--- src/rtl/tv80_s.sv ---
// rtl/tv80_s.sv - Z80-compatible CPU core, reduced instruction subset
// Top level wraps the core; the register file is a separate module.

module tv80_reg (
   input  logic        clk,
   input  logic        rst_n,
   input  logic        cen,
   input  logic        we,
   input  logic        whi,
   input  logic [2:0]  waddr,
   input  logic [7:0]  wdata,
   input  logic [2:0]  raddr,
   input  logic        rhi,
   output logic [7:0]  rdata,
   input  logic [2:0]  hl_addr,
   output logic [15:0] hl
);

   logic [7:0] RegsH [0:7];
   logic [7:0] RegsL [0:7];

   // Single write port; the high/low half is selected by whi
   always_ff @(posedge clk or negedge rst_n) begin
      if (!rst_n) begin
         for (int i = 0; i < 8; i++) begin
            RegsH[i] <= 8'h00;
            RegsL[i] <= 8'h00;
         end
      end else if (cen && we) begin
         if (whi)
            RegsH[waddr] <= wdata;
         else
            RegsL[waddr] <= wdata;
      end
   end

   assign rdata = rhi ? RegsH[raddr] : RegsL[raddr];
   assign hl    = {RegsH[hl_addr], RegsL[hl_addr]};

endmodule

module tv80_core (
   input  logic        clk,
   input  logic        rst_n,
   input  logic        cen,
   input  logic        wait_n,
   input  logic        int_n,
   input  logic        nmi_n,
   input  logic        busrq_n,
   input  logic [7:0]  di,
   output logic        m1_n,
   output logic        mreq_n,
   output logic        rd_n,
   output logic        wr_n,
   output logic        rfsh_n,
   output logic        halt_n,
   output logic [15:0] A,
   output logic [7:0]  dout
);

   typedef enum logic [3:0] {
      S_RST, S_F1, S_F2, S_F3, S_F4, S_R1, S_R2, S_R3, S_W1, S_W2, S_W3
   } state_t;

   state_t state, state_nxt;

   logic [15:0] PC, SP, maddr;
   logic [7:0]  ACC, F, Ap, Fp, I, R, IR;
   logic        IntE_FF1, IntE_FF2, Halt_FF, Alternate;

   logic [2:0]  dst, src;
   logic        is_ldrr, is_ldrn, rd_hl, wr_hl, reg_op;
   logic [7:0]  rf_rdata, src_val;
   logic [15:0] hl;
   logic        rf_we;
   logic [7:0]  rf_wdata;

   // Interrupts, bus requests and the stack pointer are not exercised by this subset
   logic unused_ok;
   assign unused_ok = &{1'b0, int_n, nmi_n, busrq_n, SP};

   assign dst     = IR[5:3];
   assign src     = IR[2:0];
   assign is_ldrr = (IR[7:6] == 2'b01) && (IR != 8'h76);
   assign is_ldrn = (IR[7:6] == 2'b00) && (src == 3'd6) && (dst != 3'd6);
   assign rd_hl   = is_ldrr && (src == 3'd6);
   assign wr_hl   = is_ldrr && (dst == 3'd6);
   assign reg_op  = is_ldrr && (src != 3'd6) && (dst != 3'd6);
   assign src_val = (src == 3'd7) ? ACC : rf_rdata;

   // Register file writes: LD r,r' at end of T4, memory loads when the read data is sampled
   assign rf_we    = ((state == S_F4) && reg_op && (dst != 3'd7)) ||
                     ((state == S_R2) && wait_n && (rd_hl || is_ldrn) && (dst != 3'd7));
   assign rf_wdata = (state == S_R2) ? di : src_val;
   assign halt_n   = ~Halt_FF;

   tv80_reg regs (
      .clk     (clk),
      .rst_n   (rst_n),
      .cen     (cen),
      .we      (rf_we),
      .whi     (~dst[0]),
      .waddr   ({Alternate, dst[2:1]}),
      .wdata   (rf_wdata),
      .raddr   ({Alternate, src[2:1]}),
      .rhi     (~src[0]),
      .rdata   (rf_rdata),
      .hl_addr ({Alternate, 2'b10}),
      .hl      (hl)
   );

   // T-state register; cen low freezes the sequencer
   always_ff @(posedge clk or negedge rst_n) begin
      if (!rst_n)
         state <= S_RST;
      else if (cen)
         state <= state_nxt;
   end

   // T-state sequencing; wait_n stretches T2 of every memory access
   always_comb begin
      state_nxt = state;
      case (state)
         S_RST: state_nxt = S_F1;
         S_F1:  state_nxt = S_F2;
         S_F2:  state_nxt = wait_n ? S_F3 : S_F2;
         S_F3:  state_nxt = S_F4;
         S_F4: begin
            if (rd_hl || is_ldrn)
               state_nxt = S_R1;
            else if (wr_hl)
               state_nxt = S_W1;
            else
               state_nxt = S_F1;
         end
         S_R1:  state_nxt = S_R2;
         S_R2:  state_nxt = wait_n ? S_R3 : S_R2;
         S_R3:  state_nxt = S_F1;
         S_W1:  state_nxt = S_W2;
         S_W2:  state_nxt = wait_n ? S_W3 : S_W2;
         S_W3:  state_nxt = S_F1;
         default: state_nxt = S_RST;
      endcase
   end

   // Bus strobes and address decoded from the current T-state
   always_comb begin
      m1_n   = 1'b1;
      mreq_n = 1'b1;
      rd_n   = 1'b1;
      wr_n   = 1'b1;
      rfsh_n = 1'b1;
      A      = 16'h0000;
      case (state)
         S_F1, S_F2: begin
            A = PC; m1_n = 1'b0; mreq_n = 1'b0; rd_n = 1'b0;
         end
         S_F3, S_F4: begin
            A = {I, R}; mreq_n = 1'b0; rfsh_n = 1'b0;
         end
         S_R1, S_R2: begin
            A = maddr; mreq_n = 1'b0; rd_n = 1'b0;
         end
         S_W1: begin
            A = maddr; mreq_n = 1'b0;
         end
         S_W2: begin
            A = maddr; mreq_n = 1'b0; wr_n = 1'b0;
         end
         S_R3, S_W3: A = maddr;
         default: A = 16'h0000;
      endcase
   end

   // Architectural state: fetch latch, execute at end of T4, memory data at end of T2
   always_ff @(posedge clk or negedge rst_n) begin
      if (!rst_n) begin
         PC        <= 16'h0000;
         SP        <= 16'hFFFF;
         ACC       <= 8'hFF;
         F         <= 8'hFF;
         Ap        <= 8'hFF;
         Fp        <= 8'hFF;
         I         <= 8'h00;
         R         <= 8'h00;
         IR        <= 8'h00;
         IntE_FF1  <= 1'b0;
         IntE_FF2  <= 1'b0;
         Halt_FF   <= 1'b0;
         Alternate <= 1'b0;
         maddr     <= 16'h0000;
         dout      <= 8'h00;
      end else if (cen) begin
         case (state)
            S_F2: begin
               if (wait_n) begin
                  // While halted the fetch is repeated at the same PC and ignored
                  if (Halt_FF) begin
                     IR <= 8'h00;
                  end else begin
                     IR <= di;
                     PC <= PC + 16'd1;
                  end
               end
            end
            S_F4: begin
               R     <= {R[7], R[6:0] + 7'd1};
               maddr <= is_ldrn ? PC : hl;
               if (wr_hl)
                  dout <= src_val;
               case (IR)
                  8'h76: Halt_FF <= 1'b1;
                  8'h08: begin
                     ACC <= Ap;
                     Ap  <= ACC;
                     F   <= Fp;
                     Fp  <= F;
                  end
                  8'hD9: Alternate <= ~Alternate;
                  8'hF3: begin
                     IntE_FF1 <= 1'b0;
                     IntE_FF2 <= 1'b0;
                  end
                  8'hFB: begin
                     IntE_FF1 <= 1'b1;
                     IntE_FF2 <= 1'b1;
                  end
                  default: begin
                     if (reg_op && (dst == 3'd7))
                        ACC <= src_val;
                  end
               endcase
            end
            S_R2: begin
               if (wait_n) begin
                  if (is_ldrn)
                     PC <= PC + 16'd1;
                  if (dst == 3'd7)
                     ACC <= di;
               end
            end
            default: ;
         endcase
      end
   end

endmodule

module tv80_s (
   input  logic        clk,
   input  logic        reset_n,
   input  logic        cen,
   input  logic        wait_n,
   input  logic        int_n,
   input  logic        nmi_n,
   input  logic        busrq_n,
   output logic        m1_n,
   output logic        mreq_n,
   output logic        iorq_n,
   output logic        rd_n,
   output logic        wr_n,
   output logic        rfsh_n,
   output logic        halt_n,
   output logic        busak_n,
   output logic [15:0] A,
   input  logic [7:0]  di,
   output logic [7:0]  dout
);

   assign iorq_n  = 1'b1;
   assign busak_n = 1'b1;

   tv80_core core (
      .clk     (clk),
      .rst_n   (reset_n),
      .cen     (cen),
      .wait_n  (wait_n),
      .int_n   (int_n),
      .nmi_n   (nmi_n),
      .busrq_n (busrq_n),
      .di      (di),
      .m1_n    (m1_n),
      .mreq_n  (mreq_n),
      .rd_n    (rd_n),
      .wr_n    (wr_n),
      .rfsh_n  (rfsh_n),
      .halt_n  (halt_n),
      .A       (A),
      .dout    (dout)
   );

endmodule

--- config.mk ---
export PLATFORM = sky130hd
export DESIGN_NAME = tv80_s
export DESIGN_NICKNAME = d
export VERILOG_FILES = /design/src/rtl/tv80_s.sv
export SDC_FILE = /design/constraint.sdc
export NUM_CORES = 1
export LEC_CHECK = 0
export ABC_AREA = 1
export CAP_MARGIN = 40
export CORE_MARGIN = 4
export CORE_UTILIZATION = 65
export CTS_CLUSTER_DIAMETER = 150
export DETAILED_ROUTE_END_ITERATION = 10
export HOLD_SLACK_MARGIN = 0.05
export PLACE_DENSITY = 0.85
export SLEW_MARGIN = 10
export SYNTH_ARGS = -nofsm -noshare
export SYNTH_HDL_FRONTEND = slang
export SYNTH_SLANG_ARGS = --single-unit
--- constraint.sdc ---
create_clock -name clk -period 3.1 [get_ports clk]
set_input_delay 0.31 -clock clk [delete_from_list [all_inputs] [get_ports clk]]
set_output_delay 0.31 -clock clk [all_outputs]
set_load 0.01 [all_outputs]
==> metrics.yaml, run 1 <==
status:
  status: "finished, final reports clean"
global_routing:
  gr-total-overflow: 0
  antenna_found_initial: 1
  grt_start_max_net_pins: 101
  grtUsageTotal_pct: 31.2
  grt_pass1_wl_mm: 44.2
  grt_pass1_vias: 8849
finish:
  synthToLayoutAreaGrowth_pct: 11.8
  drive_gt1_share_pct: 9.08
  final_util_pct: 74.5
  finalNonFillerCells: 1643
  nets: 1436
  nFillCells: 1191
  multi_input_area_um2: 4380
  seq_area_um2: 4900
  n_antenna_cell: 0
sta:
  period_needed_ns: 2.89
  rsz0062_at_grt: "false"
  finClkSkew_ns: 0.00891
  slew_viol_final: 0
  finalHoldViolCount: 0
  post-route-period-util_pct: 93.3
  tightest_slew_ns: 0.801
  fmax_mhz: 346
  finalSetupViolCount: 0
  fin_setup_tns_ns: 0
  max-slew-margin-rel_pct: 46.6
setup_path:
  slowest_stage: "clkdlybuf4s50_1"
  cp.arrival_ns: 2.58
  cp.required_ns: 2.79
  critPathLaunchType: "flip-flop"
  regToRegSetupSlack_ns: 0.55
  path_cells: "nand2_1, inv_1, nor3_1, inv_1, nor2_4, clkinvlp_4, buf_4, o221ai_1, clkdlybuf4s50_1"
  endpoint_kind: "output pin"
  path_max_fanout: 16
  cp_slowest_stage_delay_ns: 0.59
  critical_path_class: "flip-flop to output pin"
  critPathBufInv: 5
  path_common_cell: "inv_1"
  crit_family: "buffers and inverters"
drt:
  drtPass1Iterations: 6
  drc_errors: 0
  drtAntennaViolNets: 0
  vias_per_cell: 5.57
  drtIter0Drc: 878
  num_vias: 9149
  wl_mm: 26.5
  wire_per_inst_um: 16.1
die:
  start_util_pct: 66.6
  core-area_um2: 15300
  io-pin-count: 47
  die_y_um: 133
  num_rows: 45
  die-area_um2: 17800
  die_x_um: 133
clock_network:
  clk_path_buf_depth: 2
  clock_latency_ns: 0.45
  cts-root-buf: "clkbuf_16"
  cts_tree: "done"
  path_clk_slew_ns: 0.07
  cts_buffers: 17
  cts.sinks: 195
  htreeDepth: 4
power:
  finalPower_uw: 9700
  pwr-share-comb_pct: 41.8
  swShare_pct: 42.2
  p_int_uw: 5610
  power.density_nw_per_um2: 850
  p_leak_uw: 0.00600
  irDropWorstVdd_v: 0.000523
  seqPwrFrac_pct: 35.4
  clockPowerShare_pct: 22.8
  p_switching_uw: 4090
yosys:
  synth_top_flop_cell: "dfrtp_1"
  synth.ff_latch_count: 195
  ys_async_sr_fraction_pct: 100
  synth_common_cells: "586 x nand2_1, 179 x dfrtp_1, 143 x inv_1"
  yosysMostFrequentCell: "nand2_1"
  yosysWarnings: 8
  synth-edff-count: 0
  yosysSeqAreaShare_pct: 48.0
  synth.area.top_cells: "dfrtp_1 44%, nand2_1 22%, inv_1 5.3%"
  synth_top_cell_by_area: "dfrtp_1"
  yosys.area.top_type_share_pct: 43.9
  avgSynthCellArea_um2: 7.27
  synth_area_um2: 10200
  synth.distinct_cells: 37
  synthCells: 1404
placed_design:
  numPortBuffers: 41
  placed_cells: 1609
  place.gp.congestion: 0.954
  dp_hpwl_mm: 18.1
job:
  cap_viol_max_count: 0
worst_hold_path:
  worst_hold_path_type: "flip-flop to flip-flop"
-- stage by stage --
| step | instance area [µm²] | setup slack [ns] | hold WS [ns] |
|---|---|---|---|
| floorplan | 10200 | 1.19 | 0.0144 |
| global placement | 10800 | 0.416 | 0.360 |
| detailed placement | 10800 | 0.389 | 0.361 |
| CTS | 11400 | 0.0673 | 0.377 |
| global route | 11400 | 0.00464 | 0.390 |
| finish | 11400 | 0.208 | 0.373 |
-- sequential cells by signal, indices dropped and copies added (netlist names), 4 cells and up --
name	cells
core.regs.RegsH	64
core.regs.RegsL	54
core.PC	16
core.maddr	16
core.ACC	8
core.Ap	8
core.IR	8
core.dout	8
core.R	7
core.state	4
-- placed cells by master (no fill, tap or decap), types with 2 or more instances in the layout --
master,synthesis,layout
nand2_2,4,5
ha_1,2,2
nand3_1,79,79
nand2_4,7,7
inv_1,143,142
inv_2,9,9
or2_2,4,4
nor2_1,78,76
clkbuf_8,0,4
o211ai_1,10,10
clkbuf_16,0,17
clkdlybuf4s50_1,0,40
o221ai_1,6,6
o21ai_1,6,6
o21ai_0,85,85
a21oi_1,27,27
nand2_1,586,585
dfrtp_1,179,179
dfstp_2,16,16
xor2_1,22,22
inv_6,0,4
clkinv_2,5,7
o22ai_1,19,19
nand4_1,6,6
nor2_2,5,6
nor2_4,1,2
buf_4,4,29
clkinv_4,1,5
nor3_1,11,11
conb_1,1,2
nor3_2,3,3
a31oi_1,3,3
nand4_2,4,4
-- power by group through the flow --
stage	registers, µW	clock network, µW	logic, µW
after floorplan	3340	0	2480
after global routing	3480	2340	4440
after CTS	3420	2230	3960
after global placement	3440	0	3830
after detailed placement	3450	0	3920
final	3430	2210	4060
-- worst paths after layout --
kind,start,to,cells past startpoint
min in group asynchronous,reset_n,core.maddr[12],2
worst max-delay path,core.state[0],A[0],9
worst min-delay path,core.regs.RegsH[6],core.regs.RegsH[6],0
max in group asynchronous,reset_n,core.ACC[2],3
worst max register to register,core.IR[2],core.regs.RegsL[55],11
worst min register to register,core.regs.RegsH[6],core.regs.RegsH[6],0
-- area by class of cell --
class,instances,area share (%)
sequential,195,43.0
multi-input combinational,974,38.4
timing repair buffer,72,5.80
inverter,159,5.39
clock buffer,20,4.09
tap,211,2.31
clock inverter,12,1.06
-- worst reg2reg max path, delay by kind of cell, from the launching register on --
family | cells | cell delay, ns
simple gates | 8 | 1.23
flops | 1 | 0.40
buf+inv | 2 | 0.49
compound gates | 1 | 0.37
-- timing repair --
item,CTS,global route
gates cloned,0,0
hold buffers,1,0
endpoints found under the setup margin,10,15
buffers inserted,0,1
hold endpoints to repair,85,0
resized for setup,1,5
-- kinds of logic after synthesis --
| family | count (synthesis) | share of synthesized area (%) |
|---|---|---|
| compound gates | 158 | 8.63 |
| fa+ha+maj | 2 | 0.245 |
| other cells | 1 | 0.0367 |
| simple gates | 790 | 31.9 |
| xor+xnor | 22 | 1.89 |
| buf+inv | 236 | 9.26 |
| flops | 195 | 48.0 |
-- metal layers --
metal | wire length (µm) | global-route usage [%] | up-vias
li1 | - | - | 4379
met2 | 12300 | 47.9 | 421
met5 | 0 | 0 | -
met3 | 2270 | 5.93 | 70
met1 | 11000 | 43.5 | 4279
met4 | 906 | 14.0 | 0
Power figures use the tool's default switching activity.
==> inputs of run 2 (changes only) <==
- GPL_TIMING_DRIVEN: default -> 0
- HOLD_SLACK_MARGIN: 0.05 -> 0.1
==> run 2 against run 1 <==
Against the previous run:
- critical path depth is the same
- first-iteration DRC count grew 12%
- clock skew grew 0.0014 ns
- fmax shrank 1.0%
- combinational power grew 1%
- critical path type unchanged
- largest cell class unchanged
- highest routed layer unchanged
==> metrics.yaml, run 2 (synthesis gave the netlist of run 1 again) <==
finish:
  final_util_pct: 75.2  # +0.69 points
  drive_gt1_share_pct: 8.72  # -0.36 points
  top_regs: "core.regs.RegsH: 64 flops, core.regs.RegsL: 54 flops"
  nets: 1483  # +3.3%
  largest_reg_flops: 64  # unchanged
  seq_area_um2: 4900  # unchanged
  n_antenna_cell: 0  # unchanged
  top_register: "core.regs.RegsH"
  final_cell_mix: "585 x nand2_1, 179 x dfrtp_1, 143 x inv_1"
  nFillCells: 1219  # +2.4%
  multi_input_area_um2: 4370  # -0.17%
  final_common_cell: "nand2_1"
  synthToLayoutAreaGrowth_pct: 12.8
power:
  p_leak_uw: 0.00602  # +0.36%
  power.density_nw_per_um2: 849  # -0.13%
  irDropWorstVdd_v: 0.000589  # +13%
  finalPower_uw: 9770  # +0.79%
clock_network:
  cts_buffers: 17  # unchanged
  htreeDepth: 4  # unchanged
  cts.sinks: 195  # unchanged
  clock_latency_ns: 0.44  # about the same
  clk_path_buf_depth: 2  # unchanged
  cts-root-buf: "clkbuf_16"
  path_clk_slew_ns: 0.07  # about the same
  cts_tree: "done"
drt:
  drtPass1Iterations: 9  # +3
  vias_per_cell: 5.56  # about the same
  num_vias: 9403  # +2.8%
  drtIter0Drc: 980  # +12%
  drc_errors: 0  # unchanged
  wl_mm: 29.1  # +9.8%
  drtAntennaViolNets: 0  # unchanged
  wire_per_inst_um: 17.2  # +6.8%
global_routing:
  gr-total-overflow: 0  # unchanged
  grt_start_max_net_pins: 111  # +9.9%
  top_usage_layer: "met2"
  grt_pass1_wl_mm: 46.6  # +5.5%
  grt_pass1_vias: 8822  # -0.31%
  met3_usage_pct: 7.29  # +1.4 points
  grtUsageTotal_pct: 33.5  # +2.3 points
  antenna_found_initial: 0  # -1
  grt_use_met1_pct: 46.2  # +2.7 points
  use_met2_pct: 51.4  # +3.6 points
sta:
  finClkSkew_ns: 0.0103  # +0.00142 ns
  max-slew-margin-rel_pct: 55.4  # +8.8 points
  tightest_slew_ns: 0.669  # -0.132 ns
  finalSetupViolCount: 0  # unchanged
  finalHoldViolCount: 0  # unchanged
  fin_setup_tns_ns: 0  # unchanged
  post-route-period-util_pct: 94.2  # +0.95 points
  fmax_mhz: 342  # -1.0%
  slew_viol_final: 0  # unchanged
  period_needed_ns: 2.92  # +0.0295 ns
setup_path:
  cp.arrival_ns: 2.61  # +0.03 ns
  cp.required_ns: 2.79  # about the same
  endpoint_kind: "output pin"
  reg2regPathDepth: 11  # unchanged
  critical_path_class: "flip-flop to output pin"
  critPathLaunchType: "flip-flop"
  path_max_fanout: 10  # -6
  regToRegSetupSlack_ns: 0.22  # -0.33 ns
  r2r_start: "core.IR[1]"
  worstReg2RegEnd: "core.regs.RegsH[22]"
die:
  num_rows: 45  # unchanged
  core-area_um2: 15300  # unchanged
  start_util_pct: 66.6  # unchanged
  die_y_um: 133  # unchanged
  die_x_um: 133  # unchanged
  io-pin-count: 47  # unchanged
  die-area_um2: 17800  # unchanged
placed_design:
  dp_hpwl_mm: 20.9  # +15%
  numPortBuffers: 40  # -2.4%
  place.gp.congestion: 0.993  # +4.1%
worst_hold_path:
  worst_hold_path_type: "input pin to async pin"
job:
  cap_viol_max_count: 0  # unchanged
status:
  status: "finished, final reports clean"
[run 2: how the worst max path moves through the flow]
stage,startpoint,end,slack [ns],cells past startpoint
floorplan,core.state[0],A[4],1.19,9
CTS,core.state[0],A[15],0.02,9
global placement,reset_n,core.regs.RegsL[57],-6.26,1
detailed placement,core.IR[1],core.regs.RegsL[62],0.35,11
finish,core.state[0],A[7],0.18,9
global route,core.state[0],A[15],-0.007,9
[run 2: per-stage QoR]
stage | cell area [µm²] | cells | hold slack [ns] | setup slack [ns]
after floorplan | 10200 | 1405 | 0.0144 | 1.19
final | 11500 | 1690 | 0.453 | 0.179
after detailed placement | 10900 | 1657 | 0.354 | 0.351
after global placement | 10900 | 1656 | 0.435 | -6.26
after CTS | 11500 | 1690 | 0.459 | 0.0194
after global routing | 11500 | 1690 | 0.475 | -0.00720
[run 2: layout make-up]
type | count | share of cell area, %
sequential | 195 | 42.6
multi-input combinational | 974 | 38.0
inverter | 159 | 5.30
timing repair buffer | 42 | 3.85
clock buffer | 18 | 3.73
buffer | 77 | 2.93
tap | 211 | 2.29
clock inverter | 14 | 1.36
[run 2: layer usage]
metal / vias up / routed length (µm)
li1: 4475 / -
met1: 4410 / 12100
met2: 437 / 13300
met3: 81 / 2480
met4: 0 / 1160
met5: - / 0
[run 2: report_power, final]
| group | total, µW | internal (µW) | switching (µW) |
|---|---|---|---|
| Clock | 2250 | 1200 | 1050 |
| Sequential | 3410 | 3040 | 371 |
| Combinational | 4120 | 1290 | 2820 |
| Total | 9770 | 5530 | 4240 |
[run 2: timing repair]
item / CTS / global route
gates resized for setup: 1 / 5
cloned: 0 / 0
hold endpoints to repair: 69 / 0
setup buffers: 0 / 0
hold buffers: 1 / 0
endpoints found under the setup margin: 10 / 10
[run 2: worst max-delay path: stages, from the launching register on]
cell             delay [ns]
dfrtp_1                0.42
nand2_1                0.08
inv_1                  0.06
nor3_1                 0.19
inv_1                  0.14
nor2_2                 0.13
inv_1                  0.13
buf_2                  0.22
o22ai_1                0.23
clkdlybuf4s50_1        0.57
